===== src/rtl/forwarding_hazard_unit_if.sv =====
// Operand-resolution bus between decode, the forwarding sources and the ID/EX latch.
// Vectors are flattened per port/source: element i lives at [i*W +: W].
interface forwarding_hazard_unit_if #(
  parameter int unsigned NREAD  = 2,
  parameter int unsigned NSRC   = 2,
  parameter int unsigned DATA_W = 32,
  parameter int unsigned REG_W  = 5,
  parameter int unsigned CNT_W  = 16
);
  logic                    en;
  logic [NREAD-1:0]        rd_valid;
  logic [NREAD*REG_W-1:0]  rd_addr;
  logic [NREAD*DATA_W-1:0] rf_data;
  logic [NSRC-1:0]         src_wen;
  logic [NSRC*REG_W-1:0]   src_wsel;
  logic [NSRC*DATA_W-1:0]  src_data;
  logic [NSRC-1:0]         src_ready;
  logic                    clr_cnt;
  logic [NREAD*DATA_W-1:0] op_data;
  logic [NREAD-1:0]        fwd_hit;
  logic                    stall;
  logic                    err;
  logic [CNT_W-1:0]        fwd_cnt;
  logic [CNT_W-1:0]        stall_cnt;

  modport master (
    output en, rd_valid, rd_addr, rf_data, src_wen, src_wsel, src_data, src_ready, clr_cnt,
    input  op_data, fwd_hit, stall, err, fwd_cnt, stall_cnt
  );

  modport slave (
    input  en, rd_valid, rd_addr, rf_data, src_wen, src_wsel, src_data, src_ready, clr_cnt,
    output op_data, fwd_hit, stall, err, fwd_cnt, stall_cnt
  );
endinterface


===== src/rtl/forwarding_hazard_unit.sv =====
// Decode-stage operand forwarding with youngest-source priority, load-use stall
// tracking with timeout, freeze-hold of resolved operands and saturating counters.
module forwarding_hazard_unit #(
  parameter int unsigned NREAD     = 2,
  parameter int unsigned NSRC      = 2,
  parameter int unsigned DATA_W    = 32,
  parameter int unsigned REG_W     = 5,
  parameter int unsigned STALL_MAX = 15,
  parameter int unsigned CNT_W     = 16
) (
  input logic                     CLK,
  input logic                     RST,
  forwarding_hazard_unit_if.slave bus
);
  localparam int unsigned TIMER_W = $clog2(STALL_MAX + 2);
  localparam logic [TIMER_W-1:0] TIMER_TOP = TIMER_W'(STALL_MAX + 1);

  typedef enum logic [0:0] {StRun, StLuStall} state_e;

  state_e                        state_q;
  logic [TIMER_W-1:0]            timer_q;
  logic                          err_q;
  logic                          en_q;
  logic [NREAD-1:0]              hold_v_q;
  logic [NREAD-1:0]              pend_q;
  logic [NREAD-1:0][DATA_W-1:0]  hold_q;
  logic [CNT_W-1:0]              fwd_cnt_q;
  logic [CNT_W-1:0]              stall_cnt_q;

  logic [NREAD-1:0]              haz;
  logic [NREAD-1:0]              hit;
  logic [NREAD-1:0][DATA_W-1:0]  resolved;
  logic [NREAD*DATA_W-1:0]       op_data;
  logic                          any_haz;

  // Walk oldest to youngest so the youngest matching source has the last word.
  always_comb begin
    haz      = '0;
    hit      = '0;
    resolved = '0;
    for (int p = 0; p < int'(NREAD); p++) begin
      resolved[p] = bus.rf_data[p*DATA_W +: DATA_W];
      for (int s = int'(NSRC) - 1; s >= 0; s--) begin
        if (bus.rd_valid[p] && bus.src_wen[s] &&
            (bus.src_wsel[s*REG_W +: REG_W] == bus.rd_addr[p*REG_W +: REG_W]) &&
            (bus.rd_addr[p*REG_W +: REG_W] != '0)) begin
          hit[p]      = bus.src_ready[s];
          haz[p]      = ~bus.src_ready[s];
          resolved[p] = bus.src_ready[s] ? bus.src_data[s*DATA_W +: DATA_W]
                                         : bus.rf_data[p*DATA_W +: DATA_W];
        end
      end
    end
  end

  assign any_haz = |haz;

  always_comb begin
    op_data = '0;
    for (int p = 0; p < int'(NREAD); p++) begin
      if (RST) begin
        op_data[p*DATA_W +: DATA_W] = bus.rf_data[p*DATA_W +: DATA_W];
      end else if (!bus.en && hold_v_q[p]) begin
        op_data[p*DATA_W +: DATA_W] = hold_q[p];
      end else begin
        op_data[p*DATA_W +: DATA_W] = resolved[p];
      end
    end
  end

  assign bus.op_data   = op_data;
  assign bus.fwd_hit   = RST ? '0 : hit;
  assign bus.stall     = ~RST & any_haz;
  assign bus.err       = err_q;
  assign bus.fwd_cnt   = fwd_cnt_q;
  assign bus.stall_cnt = stall_cnt_q;

  always_ff @(posedge CLK) begin
    if (RST) begin
      state_q     <= StRun;
      timer_q     <= '0;
      err_q       <= 1'b0;
      en_q        <= 1'b0;
      hold_v_q    <= '0;
      pend_q      <= '0;
      hold_q      <= '0;
      fwd_cnt_q   <= '0;
      stall_cnt_q <= '0;
    end else begin
      en_q <= bus.en;

      unique case (state_q)
        StRun: begin
          if (any_haz && bus.en) begin
            state_q <= StLuStall;
            timer_q <= TIMER_W'(1);
            if (TIMER_TOP == TIMER_W'(1)) err_q <= 1'b1;
          end
        end
        StLuStall: begin
          if (any_haz) begin
            if (timer_q != TIMER_TOP) timer_q <= timer_q + TIMER_W'(1);
            if (timer_q == TIMER_TOP - TIMER_W'(1)) err_q <= 1'b1;
          end else begin
            state_q <= StRun;
            timer_q <= '0;
          end
        end
      endcase

      // A port still hazarded on the first frozen cycle stays pending and latches once clear.
      for (int p = 0; p < int'(NREAD); p++) begin
        if (bus.en) begin
          hold_v_q[p] <= 1'b0;
          pend_q[p]   <= 1'b0;
        end else if (!hold_v_q[p] && (en_q || pend_q[p])) begin
          if (haz[p]) begin
            pend_q[p] <= 1'b1;
          end else begin
            hold_v_q[p] <= 1'b1;
            hold_q[p]   <= resolved[p];
            pend_q[p]   <= 1'b0;
          end
        end
      end

      if (bus.clr_cnt) begin
        fwd_cnt_q <= '0;
      end else if (bus.en && (|hit) && (fwd_cnt_q != '1)) begin
        fwd_cnt_q <= fwd_cnt_q + CNT_W'(1);
      end

      if (bus.clr_cnt) begin
        stall_cnt_q <= '0;
      end else if (any_haz && (stall_cnt_q != '1)) begin
        stall_cnt_q <= stall_cnt_q + CNT_W'(1);
      end
    end
  end
endmodule


===== src/flat_wrapper.sv =====
// flat-port wrapper written by rule: the top's interface ports become plain ports
module forwarding_hazard_unit_flat 
#(
  parameter int unsigned NREAD     = 2,
  parameter int unsigned NSRC      = 2,
  parameter int unsigned DATA_W    = 32,
  parameter int unsigned REG_W     = 5,
  parameter int unsigned STALL_MAX = 15,
  parameter int unsigned CNT_W     = 16
)
  (CLK, RST, bus_en, bus_rd_valid, bus_rd_addr, bus_rf_data, bus_src_wen, bus_src_wsel, bus_src_data, bus_src_ready, bus_clr_cnt, bus_op_data, bus_fwd_hit, bus_stall, bus_err, bus_fwd_cnt, bus_stall_cnt);
  forwarding_hazard_unit_if #(.NREAD(NREAD), .NSRC(NSRC), .DATA_W(DATA_W), .REG_W(REG_W), .CNT_W(CNT_W)) bus_i ();
  input logic CLK;
  input logic RST;
  input wire logic [$bits(bus_i.en)-1:0] bus_en;
  input wire logic [$bits(bus_i.rd_valid)-1:0] bus_rd_valid;
  input wire logic [$bits(bus_i.rd_addr)-1:0] bus_rd_addr;
  input wire logic [$bits(bus_i.rf_data)-1:0] bus_rf_data;
  input wire logic [$bits(bus_i.src_wen)-1:0] bus_src_wen;
  input wire logic [$bits(bus_i.src_wsel)-1:0] bus_src_wsel;
  input wire logic [$bits(bus_i.src_data)-1:0] bus_src_data;
  input wire logic [$bits(bus_i.src_ready)-1:0] bus_src_ready;
  input wire logic [$bits(bus_i.clr_cnt)-1:0] bus_clr_cnt;
  output wire logic [$bits(bus_i.op_data)-1:0] bus_op_data;
  output wire logic [$bits(bus_i.fwd_hit)-1:0] bus_fwd_hit;
  output wire logic [$bits(bus_i.stall)-1:0] bus_stall;
  output wire logic [$bits(bus_i.err)-1:0] bus_err;
  output wire logic [$bits(bus_i.fwd_cnt)-1:0] bus_fwd_cnt;
  output wire logic [$bits(bus_i.stall_cnt)-1:0] bus_stall_cnt;
  assign bus_i.en = bus_en;
  assign bus_i.rd_valid = bus_rd_valid;
  assign bus_i.rd_addr = bus_rd_addr;
  assign bus_i.rf_data = bus_rf_data;
  assign bus_i.src_wen = bus_src_wen;
  assign bus_i.src_wsel = bus_src_wsel;
  assign bus_i.src_data = bus_src_data;
  assign bus_i.src_ready = bus_src_ready;
  assign bus_i.clr_cnt = bus_clr_cnt;
  assign bus_op_data = bus_i.op_data;
  assign bus_fwd_hit = bus_i.fwd_hit;
  assign bus_stall = bus_i.stall;
  assign bus_err = bus_i.err;
  assign bus_fwd_cnt = bus_i.fwd_cnt;
  assign bus_stall_cnt = bus_i.stall_cnt;
  forwarding_hazard_unit #(.NREAD(NREAD), .NSRC(NSRC), .DATA_W(DATA_W), .REG_W(REG_W), .STALL_MAX(STALL_MAX), .CNT_W(CNT_W)) u_core (.CLK(CLK), .RST(RST), .bus(bus_i));
endmodule

===== config.mk =====
export PLATFORM = sky130hd
export DESIGN_NAME = forwarding_hazard_unit_flat
export DESIGN_NICKNAME = d
export VERILOG_FILES = /design/src/rtl/forwarding_hazard_unit_if.sv /design/src/rtl/forwarding_hazard_unit.sv /design/src/flat_wrapper.sv
export SDC_FILE = /design/constraint.sdc
export NUM_CORES = 1
export LEC_CHECK = 0
export ABC_AREA = 1
export CAP_MARGIN = 20
export CORE_ASPECT_RATIO = 1.1
export CORE_MARGIN = 10
export CORE_UTILIZATION = 48
export CTS_BUF_LIST = sky130_fd_sc_hd__clkbuf_8
export DETAILED_ROUTE_END_ITERATION = 10
export PLACE_DENSITY_LB_ADDON = 0.05
export SLEW_MARGIN = 30
export SYNTH_ARGS = -nofsm -noshare
export SYNTH_HDL_FRONTEND = slang
export SYNTH_SLANG_ARGS = --single-unit
export TNS_END_PERCENT = 20

===== constraint.sdc =====
create_clock -name CLK -period 2.2 [get_ports CLK]
set_input_delay 0.22 -clock CLK [delete_from_list [all_inputs] [get_ports CLK]]
set_output_delay 0.22 -clock CLK [all_outputs]
set_load 0.05 [all_outputs]

# [Yosys cells after proc, flatten, opt, wreduce, memory -nomap -nowiden]
# Cells that the tools add are included.
[classes] n_reduce_logical=37 order_cmp=0 addsub=3 mul=0 bitwise=8 n_div=0 eq_ne=10 muxes=30 n_shift=0
[op_table] cell="32-bit 2-to-1 mux" n=12
[op_table] cell="16-bit by 1-bit adder with 16-bit output, second input constant" n=2
[op_table] cell="16-bit inequality test, second input constant" n=2
[op_table] cell="5-bit equality test" n=4
[op_table] cell="1-bit logical AND" n=20
[op_table] cell="5-bit 2-to-1 mux" n=3
[op_table] cell="1-bit 2-to-1 mux" n=12
[op_table] cell="5-bit one-hot mux with 2 select lines" n=1
[op_table] cell="5-bit nonzero test" n=2
[op_table] cell="3-bit AND reduction" n=3
[op_table] cell="2-bit OR reduction" n=4
[op_table] cell="1-bit inverter" n=7
[op_table] cell="2-bit AND reduction" n=3
[op_table] cell="5-bit by 1-bit adder with 5-bit output, second input constant" n=1
[op_table] cell="5-bit by 4-bit equality test with 1-bit output, second input constant" n=1
[op_table] cell="5-bit inequality test, second input constant" n=1
[op_table] cell="1-bit logical NOT" n=3
[op_table] cell="3-bit inequality test, second input constant" n=1
[op_table] cell="1-bit logical OR" n=2
[op_table] cell="2-bit 2-to-1 mux" n=1
[op_table] cell="2-bit by 1-bit inequality test with 1-bit output, second input constant" n=1
[op_table] cell="1-bit one-hot mux with 2 select lines" n=1
[op_table] cell="1-bit AND" n=1
[totals] word_cells=100 register_bits=108 ram_bits=0 inputBits=158 latch_bits=0 mem_count=0 rom_bits=0

# [Logic depth before layout (Yosys ltp)]
[depth] word_depth=9 depth_mapped=15 ltp_nobuf=15

# [Worst setup path after synthesis]
# No wires, ideal clock.
[synth_timing] path_kind="input port to output port" from="input bus_rd_addr[9]" to="output bus_op_data[37]" arrival_ns=2.426 setup_slack_ns=-0.446 stages=12 required_time_ns=1.980 path_cell_list="inv_1 -> nand2_1 -> nor2_1 -> nor2_1 -> nand2_1 -> clkbuf_1 -> o21ai_0 -> o21ai_0 -> nand2_1 -> o21ai_0 -> nor2_1 -> o21ai_0"
[synth_between] elab_chain_len=7 elab_cells_between_ends=11 classes_between="eq/ne: 2; mux: 4; reduce/logical: 5"
[synth_rtl] item="from (decl)" line="flat_wrapper.sv:17" source="input wire logic [$bits(bus_i.rd_addr)-1:0] bus_rd_addr;"
[synth_rtl] item="5-bit equality test" line="forwarding_hazard_unit.sv:45" source="(bus.src_wsel[s*REG_W +: REG_W] == bus.rd_addr[p*REG_W +: REG_W]) &&"
[synth_rtl] item="1-bit logical AND" line="forwarding_hazard_unit.sv:44" source="if (bus.rd_valid[p] && bus.src_wen[s] &&"
[synth_rtl] item="1-bit logical AND" line="forwarding_hazard_unit.sv:45"
[synth_rtl] item="32-bit 2-to-1 mux" line="forwarding_hazard_unit.sv:44"
[synth_rtl] item="32-bit 2-to-1 mux *" line="forwarding_hazard_unit.sv:44"
[synth_rtl] item="32-bit 2-to-1 mux *" line="forwarding_hazard_unit.sv:63" source="end else if (!bus.en && hold_v_q[p]) begin"
[synth_rtl] item="32-bit 2-to-1 mux *" line="forwarding_hazard_unit.sv:61" source="if (RST) begin"
[synth_rtl] item="to (decl)" line="flat_wrapper.sv:24" source="output wire logic [$bits(bus_i.op_data)-1:0] bus_op_data;"
# Every way passes the cells marked *; elsewhere a longest branch is shown, timed or not.

# [Worst setup path after layout]
[layout_timing] from="input bus_src_wsel[6]" to="output bus_op_data[33]"
[layout_between] elab_chain_len=7
[layout_rtl] item="from (decl)" line="flat_wrapper.sv:20" source="input wire logic [$bits(bus_i.src_wsel)-1:0] bus_src_wsel;"
[layout_rtl] item="5-bit equality test" line="forwarding_hazard_unit.sv:45"
[layout_rtl] item="1-bit logical AND" line="forwarding_hazard_unit.sv:44"
[layout_rtl] item="1-bit logical AND" line="forwarding_hazard_unit.sv:45"
[layout_rtl] item="32-bit 2-to-1 mux (2 in series)" line="forwarding_hazard_unit.sv:44"
[layout_rtl] item="32-bit 2-to-1 mux" line="forwarding_hazard_unit.sv:63"
[layout_rtl] item="32-bit 2-to-1 mux" line="forwarding_hazard_unit.sv:61"
# Every way passes these cells.

==> results.json <==
{
  "syn_area_per_cell_um2": 5.68,
  "slew_violations": 0,
  "path_class": "in -> out",
  "clkSlewWorstSetupHoldPaths_ps": 120,
  "yosys-top-cells-area": "dfxtp_1 (25%), nand2_1 (18%), o21ai_0 (14%), nor2_1 (11%), a21oi_1 (5.3%)",
  "ant_nets": 0,
  "num_vias": 13200,
  "cts_num_sinks": 108,
  "syn-cell-area_um2": 8810,
  "cp-startpoint": "bus_src_wsel[6]",
  "numCtsBuffers": 9,
  "rrSetupSlack_ps": 100,
  "dr.pass1.iters": 9,
  "slowest_delay_ps": 450,
  "cpMaxStageDelayCell": "o21ai_1",
  "ys_seq_area_frac": 0.245,
  "final_core_util": 0.831,
  "drive_above_1_share": 0.279,
  "port_buffers": 257,
  "fill_cells": 1139,
  "final_cell_mix": "nand2_1 (386), nor2_1 (217), o21ai_0 (164)",
  "synthDistinctLibCells": 41,
  "crit_chain": "buf_4 > inv_1 > nand2_1 > nand3_2 > nor2_4 > nand2_4 > buf_12 > buf_16 > o21ai_1 > nand2_1 > o21ai_2 > nor2_1 > o21ai_0 > buf_4 > buf_12",
  "grt_setup_unrepaired": "true",
  "finalWeightedCongestion": 0.982,
  "synthToLayoutAreaGrowth_pct": 68.4,
  "synth_seq_cells": 108,
  "die_w_um": 149,
  "final_common_cell": "nand2_1",
  "clock.fmax_ghz": 0.363,
  "setup.worst_path.start_class": "input port",
  "irDropWorstVdd_uv": 371,
  "period_minus_slack_ps": 2750,
  "fin_area_um2": 14800,
  "drc": 0,
  "fin_crit_sh": 1.25,
  "power_mw": 6.11,
  "worstPathMaxFanout": 20,
  "cts_tree": "yes",
  "grt_pass1_vias": 12200,
  "fin_hold_ws_ps": 339,
  "fin_ws_ps": -555,
  "reg2reg_depth": 10,
  "cp.required_ps": 1980,
  "slew_headroom": 0.628,
  "dp_hpwl_um": 30400,
  "tightest_slew_ps": 556,
  "synth_top_cell_area_share": 0.245,
  "fin_setup_tns_ps": -2820,
  "rows": 51,
  "ctsHtreeMaxLevel": 3,
  "syn_nets": 1715,
  "placed_area_um2": 13300,
  "power.leakage_nw": 6.43,
  "core_um2": 17900,
  "grt_start_max_net_pins": 80,
  "fin_skew_ps": 12.7,
  "grt_pass1_wl_um": 64700,
  "grtUsageTotal": 0.334,
  "worstReg2RegEnd": "u_core.bus.stall_cnt[11]",
  "cts_root_buf": "clkbuf_8",
  "cp-endpoint": "bus_op_data[33]",
  "finalHoldViolCount": 0,
  "cts_hold_buf": 0,
  "yosysTopAreaCell": "dfxtp_1",
  "wl_per_cell_um": 21.5,
  "die_area_um2": 24200,
  "outcome": "finished, violations left",
  "drtIter0Drc": 1711,
  "dp.cells": 2097,
  "hold_class": "in -> reg",
  "routed_wl_um": 46600,
  "clock_latency_ps": 410,
  "cap_violations": 0,
  "dp_slack_ps": -506,
  "clockBufferDepth": 2,
  "vias_per_cell": 6.09,
  "antenna_found_initial": 7,
  "die_h_um": 162,
  "nNetsFinal": 2086,
  "start_util": 0.493,
  "overflow": 0,
  "syn_inst": 1552,
  "io_pins": 258,
  "r2r_start": "u_core.bus.stall_cnt[0]",
  "layoutNonFillerInstCount": 2169,
  "cellPowerDensity_nw_per_um2": 412,
  "setup_viol": 42,
  "violations": "setup timing",
  "yosysWarningCount": 0,
  "cp.arrival_ps": 2530,
  "end_kind": "output pin"
}
worst max-delay path: cells and delay by family:
kind,cells,cell delay [ps]
simple gates,6,740
compound gates,3,780
buf+inv,6,780
what timing repair did:
action                                  in CTS  in global routing
cloned                                       7                  3
endpoints found under the setup margin      67                122
pin swaps                                   51                 98
setup buffers                               31                 19
resized for setup                          195                224
synthesized netlist by cell type, drive strengths merged:
cell,number
nand3b,1
and3,1
xor2,17
xnor2,11
buf,35
and2,1
nor3,14
nor4,1
a31oi,1
nand2,438
o21bai,2
ha,5
a21boi,11
nand3,55
nand4,17
clkinv,2
o22ai,9
or2,1
o21ai,302
clkbuf,65
nor2,265
dfxtp,108
a21oi,99
inv,89
o211ai,2
per-layer routing:
| metal | track usage | share of wire | vias to the layer above |
|---|---|---|---|
| met4 | 0.204 | 0.077 | 12 |
| met2 | 0.556 | 0.45 | 1072 |
| li1 | - | - | 5824 |
| met3 | 0.0828 | 0.12 | 332 |
| met1 | 0.374 | 0.34 | 5960 |
| met5 | 0 | 0.0017 | - |
worst min path at each step:
stage | startpoint | slack [ps] | depth (start not counted) | to
floorplan | RST | 410 | 3 | u_core.hold_v_q[0]
CTS | RST | 330 | 3 | u_core.hold_q[23]
detailed placement | u_core.hold_q[15] | 450 | 2 | u_core.hold_q[15]
finish | RST | 340 | 3 | u_core.hold_q[23]
global placement | u_core.bus.err | 450 | 2 | u_core.bus.err
global route | RST | 350 | 3 | u_core.hold_q[26]
report_power, final:
| part | switching [mW] | internal [mW] | total (mW) |
|---|---|---|---|
| Clock | 0.882 | 0.569 | 1.45 |
| Combinational | 1.45 | 1.14 | 2.59 |
| Sequential | 0.0383 | 2.03 | 2.07 |
cell type report:
type / count / area, µm² / share of cell area
diodes: 3 / 7.51 / 0.000506
repair buffers: 460 / 5250 / 0.354
clock inverters: 7 / 105 / 0.00708
flip-flops and latches: 108 / 2160 / 0.146
clock buffers: 9 / 124 / 0.00835
multi-input cells: 1253 / 6530 / 0.440
inverters: 91 / 362 / 0.0244
well taps: 238 / 298 / 0.0201
cell families (layout without fill, tap and decap cells):
family / Yosys count / in the layout / synth area share
AO/OA/AOI/OAI: 426 / 426 / 0.252
adder cells (fa/ha/maj): 5 / 5 / 0.00710
XOR/XNOR: 28 / 28 / 0.0278
flip-flops: 108 / 108 / 0.245
buffers and inverters: 191 / 567 / 0.0907
AND/OR/NAND/NOR: 794 / 794 / 0.377
other: 0 / 3 / 0
sequential cells by signal, indices dropped and copies added (netlist names):
signal / cells
u_core.en_q: 1
u_core.state_q: 1
u_core.bus.stall_cnt: 16
u_core.bus.fwd_cnt: 16
u_core.pend_q: 2
u_core.hold_v_q: 2
u_core.timer_q: 5
u_core.hold_q: 64
u_core.bus.err: 1
Note: power is estimated with default switching activity, not from simulation.
